**config.mk**
```make
export PLATFORM = sky130hd
export DESIGN_NAME = fetch_queue
export DESIGN_NICKNAME = d
export VERILOG_FILES = /design/src/rtl/fetch_queue.sv
export SDC_FILE = /design/constraint.sdc
export NUM_CORES = 1
export LEC_CHECK = 0
export ABC_CLOCK_PERIOD_IN_PS = 5900
export CORE_UTILIZATION = 60
export DETAILED_ROUTE_END_ITERATION = 10
export HOLD_SLACK_MARGIN = 0.06
export PLACE_DENSITY = 0.87
export SLEW_MARGIN = 20
export SYNTH_ARGS = -nofsm -noshare
export SYNTH_HDL_FRONTEND = slang
export SYNTH_SLANG_ARGS = --single-unit
```
**constraint.sdc**
```tcl
create_clock -name clk -period 5.9 [get_ports clk]
set_input_delay 0.885 -clock clk [delete_from_list [all_inputs] [get_ports clk]]
set_output_delay 0.885 -clock clk [all_outputs]
set_load 0.005 [all_outputs]
```
**src/rtl/fetch_queue.sv**
```systemverilog
// Instruction fetch stage: owns the PC, issues sequential imem requests and buffers words for decode.
// Optional macro FETCH_MISALIGN_CHECK_EN adds a sticky fetch_misalign flag for misaligned redirects.
module fetch_queue #(
    parameter logic [31:0] RESET_PC = 32'h0000_0000,
    parameter int unsigned DEPTH    = 2
) (
    input  logic        clk,
    input  logic        rst_n,
    output logic        imem_req_valid,
    input  logic        imem_req_ready,
    output logic [31:0] imem_addr,
    input  logic        imem_rsp_valid,
    input  logic [31:0] imem_rdata,
    output logic [31:0] code,
    output logic [31:0] pc,
    output logic        code_valid,
    input  logic        code_ready,
    input  logic        redirect_valid,
    input  logic [31:0] redirect_pc
`ifdef FETCH_MISALIGN_CHECK_EN
    ,
    output logic        fetch_misalign
`endif
);

    localparam int unsigned AW       = (DEPTH > 1) ? $clog2(DEPTH) : 1;
    localparam int unsigned CW       = $clog2(DEPTH) + 1;
    localparam logic [31:0] NOP      = 32'h0000_0013;
    localparam logic [31:0] PC_MASK  = 32'hFFFF_FFFC;
    localparam logic [CW:0] DEPTH_W  = (CW + 1)'(DEPTH);
    localparam logic [CW-1:0] CNT_ZERO = CW'(0);
    localparam logic [AW-1:0] PTR_ZERO = AW'(0);

    logic [31:0]   fetch_pc_r, fetch_pc_n_s;
    logic [CW-1:0] inflight_r, inflight_n_s;
    logic [CW-1:0] discard_r, discard_n_s;
    logic [CW-1:0] count_r, count_n_s;
    logic [AW-1:0] rd_ptr_r, rd_ptr_n_s;
    logic [AW-1:0] wr_ptr_r, wr_ptr_n_s;
    logic [AW-1:0] tag_rd_r, tag_rd_n_s;
    logic [AW-1:0] tag_wr_r, tag_wr_n_s;
    logic [31:0]   q_code_r [DEPTH];
    logic [31:0]   q_pc_r   [DEPTH];
    logic [31:0]   tag_r    [DEPTH];
    logic          req_ok_r, req_ok_n_s;
    logic [31:0]   code_r, code_n_s;
    logic [31:0]   pc_r, pc_n_s;
    logic          code_valid_r;
    logic          hs_s, push_s, pop_s, drop_s, blocked_s;

    // A redirect blocks the request in its own cycle; everything else comes from registered state.
    assign imem_req_valid = req_ok_r & ~redirect_valid;
    assign imem_addr      = fetch_pc_r;
    assign code           = code_r;
    assign pc             = pc_r;
    assign code_valid     = code_valid_r;

    assign hs_s   = imem_req_valid & imem_req_ready;
    assign drop_s = imem_rsp_valid & (discard_r != CNT_ZERO);
    assign push_s = imem_rsp_valid & (discard_r == CNT_ZERO) & ~redirect_valid;
    assign pop_s  = code_valid_r & code_ready & ~redirect_valid;

`ifdef FETCH_MISALIGN_CHECK_EN
    logic misalign_r;

    // Sticky misalignment flag, cleared only by reset.
    always_ff @(posedge clk or negedge rst_n) begin
        if (!rst_n) begin
            misalign_r <= 1'b0;
        end else begin
            misalign_r <= misalign_r | (redirect_valid & (redirect_pc[1:0] != 2'b00));
        end
    end

    assign blocked_s      = misalign_r | (redirect_valid & (redirect_pc[1:0] != 2'b00));
    assign fetch_misalign = misalign_r;
`else
    assign blocked_s = 1'b0;
`endif

    // Next-state for PC, counters and pointers; a redirect overrides all normal traffic.
    always_comb begin
        fetch_pc_n_s = fetch_pc_r;
        inflight_n_s = inflight_r;
        discard_n_s  = discard_r;
        count_n_s    = count_r;
        rd_ptr_n_s   = rd_ptr_r;
        wr_ptr_n_s   = wr_ptr_r;
        tag_rd_n_s   = tag_rd_r;
        tag_wr_n_s   = tag_wr_r;
        if (redirect_valid) begin
            fetch_pc_n_s = redirect_pc & PC_MASK;
            inflight_n_s = CNT_ZERO;
            // A response landing now consumes one of the outstanding slots being converted to discards.
            discard_n_s  = discard_r + inflight_r - CW'(imem_rsp_valid);
            count_n_s    = CNT_ZERO;
            rd_ptr_n_s   = PTR_ZERO;
            wr_ptr_n_s   = PTR_ZERO;
            tag_rd_n_s   = PTR_ZERO;
            tag_wr_n_s   = PTR_ZERO;
        end else begin
            fetch_pc_n_s = fetch_pc_r + (hs_s ? 32'd4 : 32'd0);
            inflight_n_s = inflight_r + CW'(hs_s) - CW'(push_s);
            discard_n_s  = discard_r - CW'(drop_s);
            count_n_s    = count_r + CW'(push_s) - CW'(pop_s);
            rd_ptr_n_s   = rd_ptr_r + AW'(pop_s);
            wr_ptr_n_s   = wr_ptr_r + AW'(push_s);
            tag_rd_n_s   = tag_rd_r + AW'(push_s);
            tag_wr_n_s   = tag_wr_r + AW'(hs_s);
        end
        req_ok_n_s = (({1'b0, inflight_n_s} + {1'b0, count_n_s}) < DEPTH_W) & ~blocked_s;
    end

    // Head-of-queue preview for the registered decode outputs, bypassing a push into an empty slot.
    always_comb begin
        code_n_s = NOP;
        pc_n_s   = pc_r;
        if (count_n_s != CNT_ZERO) begin
            if (push_s && (wr_ptr_r == rd_ptr_n_s)) begin
                code_n_s = imem_rdata;
                pc_n_s   = tag_r[tag_rd_r];
            end else begin
                code_n_s = q_code_r[rd_ptr_n_s];
                pc_n_s   = q_pc_r[rd_ptr_n_s];
            end
        end else begin
            code_n_s = NOP;
            pc_n_s   = pc_r;
        end
    end

    // Control state and registered outputs.
    always_ff @(posedge clk or negedge rst_n) begin
        if (!rst_n) begin
            fetch_pc_r   <= RESET_PC;
            inflight_r   <= CNT_ZERO;
            discard_r    <= CNT_ZERO;
            count_r      <= CNT_ZERO;
            rd_ptr_r     <= PTR_ZERO;
            wr_ptr_r     <= PTR_ZERO;
            tag_rd_r     <= PTR_ZERO;
            tag_wr_r     <= PTR_ZERO;
            req_ok_r     <= 1'b0;
            code_r       <= NOP;
            pc_r         <= 32'h0000_0000;
            code_valid_r <= 1'b0;
        end else begin
            fetch_pc_r   <= fetch_pc_n_s;
            inflight_r   <= inflight_n_s;
            discard_r    <= discard_n_s;
            count_r      <= count_n_s;
            rd_ptr_r     <= rd_ptr_n_s;
            wr_ptr_r     <= wr_ptr_n_s;
            tag_rd_r     <= tag_rd_n_s;
            tag_wr_r     <= tag_wr_n_s;
            req_ok_r     <= req_ok_n_s;
            code_r       <= code_n_s;
            pc_r         <= pc_n_s;
            code_valid_r <= (count_n_s != CNT_ZERO);
        end
    end

    // Instruction queue storage: word plus the PC tag of the request it answers.
    always_ff @(posedge clk or negedge rst_n) begin
        if (!rst_n) begin
            for (int i = 0; i < int'(DEPTH); i++) begin
                q_code_r[i] <= NOP;
                q_pc_r[i]   <= 32'h0000_0000;
            end
        end else if (push_s) begin
            q_code_r[wr_ptr_r] <= imem_rdata;
            q_pc_r[wr_ptr_r]   <= tag_r[tag_rd_r];
        end else begin
            q_code_r[wr_ptr_r] <= q_code_r[wr_ptr_r];
            q_pc_r[wr_ptr_r]   <= q_pc_r[wr_ptr_r];
        end
    end

    // PC tags of live in-flight requests; stale requests lose their tags on redirect.
    always_ff @(posedge clk or negedge rst_n) begin
        if (!rst_n) begin
            for (int i = 0; i < int'(DEPTH); i++) begin
                tag_r[i] <= 32'h0000_0000;
            end
        end else if (hs_s) begin
            tag_r[tag_wr_r] <= fetch_pc_r;
        end else begin
            tag_r[tag_wr_r] <= tag_r[tag_wr_r];
        end
    end

endmodule

```
# Word-level counts from Yosys, hierarchy flattened
# Cells that the tools add are included.
dict set report totals {
  ff_bits 300
  in_bits 70
  out_inout_bits 98
  elab_cells 100
}
dict set report op_classes {
  add_sub_neg 13
  order_cmp 7
  eq_ne 1
  n_mux 43
  n_bitwise 12
  n_reduce_logical 6
}
# op n
set ops {}
lappend ops {{$mux 32} 24}
lappend ops {{$bwmux 64} 6}
lappend ops {{$mux 64} 3}
lappend ops {{$demux 32 s1} 2}
lappend ops {{$add 32x3->32} 1}
lappend ops {{$ge 2x2->1 const B} 4}
lappend ops {{$not 1->2} 4}
lappend ops {{$sub 2x1->2} 4}
lappend ops {{$and 1x1->1} 7}
lappend ops {{$mux 2} 3}
lappend ops {{$add 1x1->1} 4}
lappend ops {{$add 2x1->2} 2}
lappend ops {{$lt 2x1->1 const B} 2}
lappend ops {{$mux 1} 4}
lappend ops {{$reduce_bool 2->1} 2}
lappend ops {{$add 2x2->3} 1}
lappend ops {{$logic_and 1x1->1} 3}
lappend ops {{$lt 3x2->1 const B} 1}
lappend ops {{$mux 3} 1}
lappend ops {{$add 2x2->2} 1}
lappend ops {{$logic_not 2->1} 1}
lappend ops {{$eq 1x1->1} 1}
lappend ops {{$not 1->1} 1}

# Logic depth before layout (Yosys ltp)
dict set report depth {
  word_depth 10
  depth_mapped 14
  ltp_nobuf 10
}

# Worst setup path after synthesis
# Ideal clock, no wire load.
dict set report synth_timing {
  path_kind {input port to flip-flop}
  start {input redirect_valid}
  end {register req_ok_r}
  setup_time_ps 119
  t_arrival_ps 3321
  slack_ps 2460
  path_stages 10
  path_buffers 1
  cell_sequence {nor4b_2 > clkbuf_1 > ha_1 > inv_1 > ha_1 > xor2_1 > xnor2_1 > or2_2 > fa_1 > and2_1}
}
dict set report synth_between {
  elab_chain_len 8
}
# item line_no
set synth_lines {}
lappend synth_lines {{start: declaration} 18} ;# input logic redirect_valid,
lappend synth_lines {{$not 1->1} {52, 60, 61}}
lappend synth_lines {{$and 1x1->1} 52} ;# assign imem_req_valid = req_ok_r & ~redirect_valid;
lappend synth_lines {{$and 1x1->1} 58} ;# assign hs_s = imem_req_valid & imem_req_ready;
lappend synth_lines {{$add 2x1->2} 103} ;# inflight_n_s = inflight_r + CW'(hs_s) - CW'(push_s);
lappend synth_lines {{$sub 2x1->2} 103}
lappend synth_lines {{$mux 2} 91} ;# if (redirect_valid) begin
lappend synth_lines {{$add 2x2->3 (*)} 111} ;# req_ok_n_s = (({1'b0, inflight_n_s} + {1'b0, count_n_s}) < DEPTH_W) & ~blocked_s;
lappend synth_lines {{$lt 3x2->1 (*)} 111}
lappend synth_lines {{via req_ok_n_s} 45} ;# logic req_ok_r, req_ok_n_s;
lappend synth_lines {{end signal: assignment} 156} ;# req_ok_r <= req_ok_n_s;
lappend synth_lines {{end: declaration} 45}
# The timed path passes the listed nets; every way through them passes the cells marked *.
# A chain may end at the register's enable or synchronous reset.

# Worst setup path after layout
dict set report layout_timing {
  start {input imem_rsp_valid}
  end {register req_ok_r}
}
dict set report layout_between {
  elab_chain_len 7
}
# item line_no
set layout_lines {}
lappend layout_lines {{start: declaration} 12} ;# input logic imem_rsp_valid,
lappend layout_lines {{$and 1x1->1 (*) (2 in a row)} 60} ;# assign push_s = imem_rsp_valid & (discard_r == CNT_ZERO) & ~redirect_valid;
lappend layout_lines {{$add 2x1->2} 105} ;# count_n_s = count_r + CW'(push_s) - CW'(pop_s);
lappend layout_lines {{$sub 2x1->2} 105}
lappend layout_lines {{$mux 2} 91}
lappend layout_lines {{$add 2x2->3 (*)} 111}
lappend layout_lines {{$lt 3x2->1 (*)} 111}
lappend layout_lines {{via req_ok_n_s} 45}
# Marks and branches as above.

==> flow_metrics.tcl <==
set metrics [dict create \
    outcome "finished, final reports clean" \
    p_sw_mw 2.42 \
    p_seq_frac 0.445 \
    num_rows 54 \
    drive_gt1_frac 0.152 \
    viasPerCell 6.19 \
    cpMostUsedCell "ha_1" \
    clockBufferDepth 3 \
    dp_hpwl_um 18400 \
    tightest_slew_ns 0.985 \
    synth_cell_types 49 \
    synthAdderAreaFrac 0.00988 \
    syn_inst 1250 \
    finClkSkew_ns 0.0130 \
    setup_viol 0 \
    crit_chain "clkdlybuf4s50_1 -> nor4b_4 -> buf_4 -> ha_1 -> inv_1 -> ha_1 -> xor2_1 -> xnor2_1 -> or2_2 -> fa_1 -> and2_1" \
    synth_top_area_share 0.539 \
    critical_path_class "in -> reg" \
    synth-simple-area-share 0.110 \
    swShare 0.321 \
    power.density_nw_per_um2 466 \
    peakVddDrop_mv 0.245 \
    ys_seq_area_frac 0.556 \
    min_period_ns 3.68 \
    ys_warn_count 0 \
    synth_area_leaders "dfrtp_1, mux2_2, nand2_1, o21ai_0, mux2i_1" \
    num-fill-cells 1484 \
    synth-edff-count 0 \
    worstSkewPairLatency_ns 0.55 \
    path_max_fanout 70 \
    rsz0062_at_grt "false" \
    maxCapViolCount 0 \
    drc 0 \
    synthMuxAreaShare 0.128 \
    fmax_ghz 0.271 \
    finalHoldViolCount 0 \
    postCtsSetupBuffers 0 \
    nNetsFinal 1442 \
    drt-initial-drc-count 715 \
    die_x_um 152 \
    grt_pass1_vias 10182 \
    io_buffers 163 \
    finalWirelength_um 31700 \
    r2r_end "req_ok_r" \
    hold_class "in -> async" \
    syn_area_um2 13400 \
    fin_tns_setup_ns 0 \
    end_kind "flip-flop" \
    synthArstFlopShare 1.00 \
    p_clk_frac 0.257 \
    intPower_mw 5.12 \
    start_util 0.613 \
    yosysMostFrequentCell "dfrtp_1" \
    crit_start "imem_rsp_valid" \
    grt_start_max_net_pins 139 \
    ys_ff_latch 298 \
    crit_slowest_cell "buf_4" \
    total_power_mw 7.54 \
    cp.required_ns 6.34 \
    tritoncts "done" \
    path_depth 11 \
    fp.dieH_um 152 \
    synth_top_family_by_area "compound AO/OA/AOI/OAI gates" \
    wl_per_cell_um 19.1 \
    firstDrtPassIters 7 \
    cp.arrival_ns 4.12 \
    gp_congestion 0.773 \
    critPathLaunchType "input pin" \
    synthFlopType "dfrtp_1" \
    cts_buffers 30 \
    ctsResizeCount 0 \
    synth_commonest_cells "dfrtp_1, nand2_1, mux2_2, o21ai_0, clkbuf_1" \
    clock-root-buffer "clkbuf_16" \
    synth_compound_area_frac 0.134 \
    post-route-period-util 0.624 \
    instances_no_fill 1665 \
    synth_xor_area_frac 0.0174 \
    r2r_cells 10 \
    grtUsageTotal 0.281 \
    cts_hold_buf 0 \
    io_pins 168 \
    htree_levels 1 \
    postSynthAreaPerCell_um2 10.7 \
    p_comb_frac 0.299 \
    vias 10300 \
    drv_slew 0 \
    synth_top_cell_by_area "dfrtp_1" \
    multi_input_area_um2 5410 \
    num_antenna_cells 0 \
    critPathMaxStageDelay_ns 0.68 \
    regArea_um2 7470 \
    utilization 0.739 \
    overflow 0 \
    relSlewSlack 0.343 \
    dp_cells 1610 \
    crit_family "buffers and inverters" \
    ant_nets 0 \
    cts.sinks 298 \
    leakagePower_nw 6.80 \
    clk_pin_slew_worst_paths_ns 0.06 \
    dieArea_um2 23000 \
    r2r-start "discard_r[0]" \
    core_um2 21900 \
    antenna_found_initial 0 \
    critPathBufInv 3 \
    r2r_slack_ns 2.61 \
    grt_pass1_wl_um 51300 \
    syn2layout_area_growth_pct 20.5 \
]
power groups by stage:
stage,registers (mW),logic (mW),clock network [mW]
2_1_floorplan,3.21,1.44,0
3_3_place_gp,3.30,2.11,0
3_5_place_dp,3.36,2.20,0
4_1_cts,3.34,2.24,1.96
5_1_grt,3.43,2.48,2.04
6_report,3.35,2.25,1.94
layout make-up:
type                    count  share of cell area
flip-flops and latches    298               0.462
clock inverters             9             0.00758
clock buffers              46              0.0551
multi-input cells         804               0.334
repair buffers            177               0.108
well taps                 280              0.0216
inverters                  51              0.0118
kinds of logic after synthesis:
logic type / Yosys count
AND/OR/NAND/NOR: 332
flip-flops: 298
AO/OA/AOI/OAI: 282
multiplexers: 156
buffers and inverters: 149
XOR/XNOR: 22
adder cells (fa/ha/maj): 10
other: 1
cell usage in the layout, fill, tap and decap left out, drive strengths merged, types with 3 or more instances in the layout:
cell type,instances
clkdlybuf4s50,161
o21ai,117
mux2i,33
nand3,9
xnor2,12
a221oi,35
nand2,184
o31ai,11
a21oi,34
nand4,9
or3,3
buf,16
a31oi,15
nor2,55
nor2b,4
and2,7
a211oi,35
ha,9
bufinv,3
mux2,123
nor3,34
or4,13
clkinv,6
dfrtp,289
and4,5
dfstp,9
inv,50
xnor3,3
xor2,7
clkbuf,46
a311oi,29
registers in the layout, indices dropped and copies added (netlist names):
signal and cells:
rd_ptr_r 1, code 32, wr_ptr_r 1, tag_r 64
req_ok_r 1, pc 32, tag_rd_r 1, inflight_r 2
tag_wr_r 1, count_r 2, code_valid 1, q_pc_r 64
discard_r 2, q_code_r 64, imem_addr 30
how the worst max path moves through the flow:
stage | endpoint | slack (ns)
final | req_ok_r | 2.22
after CTS | req_ok_r | 2.26
after global placement | req_ok_r | 1.78
after detailed placement | req_ok_r | 1.68
after floorplan | req_ok_r | 2.46
after global routing | req_ok_r | 2.07
metal layers:
metal	global-route usage	share of wire	up-vias
li1	-	-	4658
met5	0	0	-
met2	0.469	0.48	456
met4	0.0772	0.018	0
met1	0.390	0.42	5125
met3	0.0377	0.080	61
per-stage QoR:
step | hold WS (ns) | area [um2] | setup WS, ns
floorplan | 0.450 | 13400 | 2.46
global placement | 0.460 | 15200 | 1.78
detailed placement | 0.471 | 15200 | 1.68
CTS | 0.360 | 16200 | 2.26
global route | 0.384 | 16200 | 2.07
finish | 0.318 | 16200 | 2.22
Power figures use the tool's default switching activity.
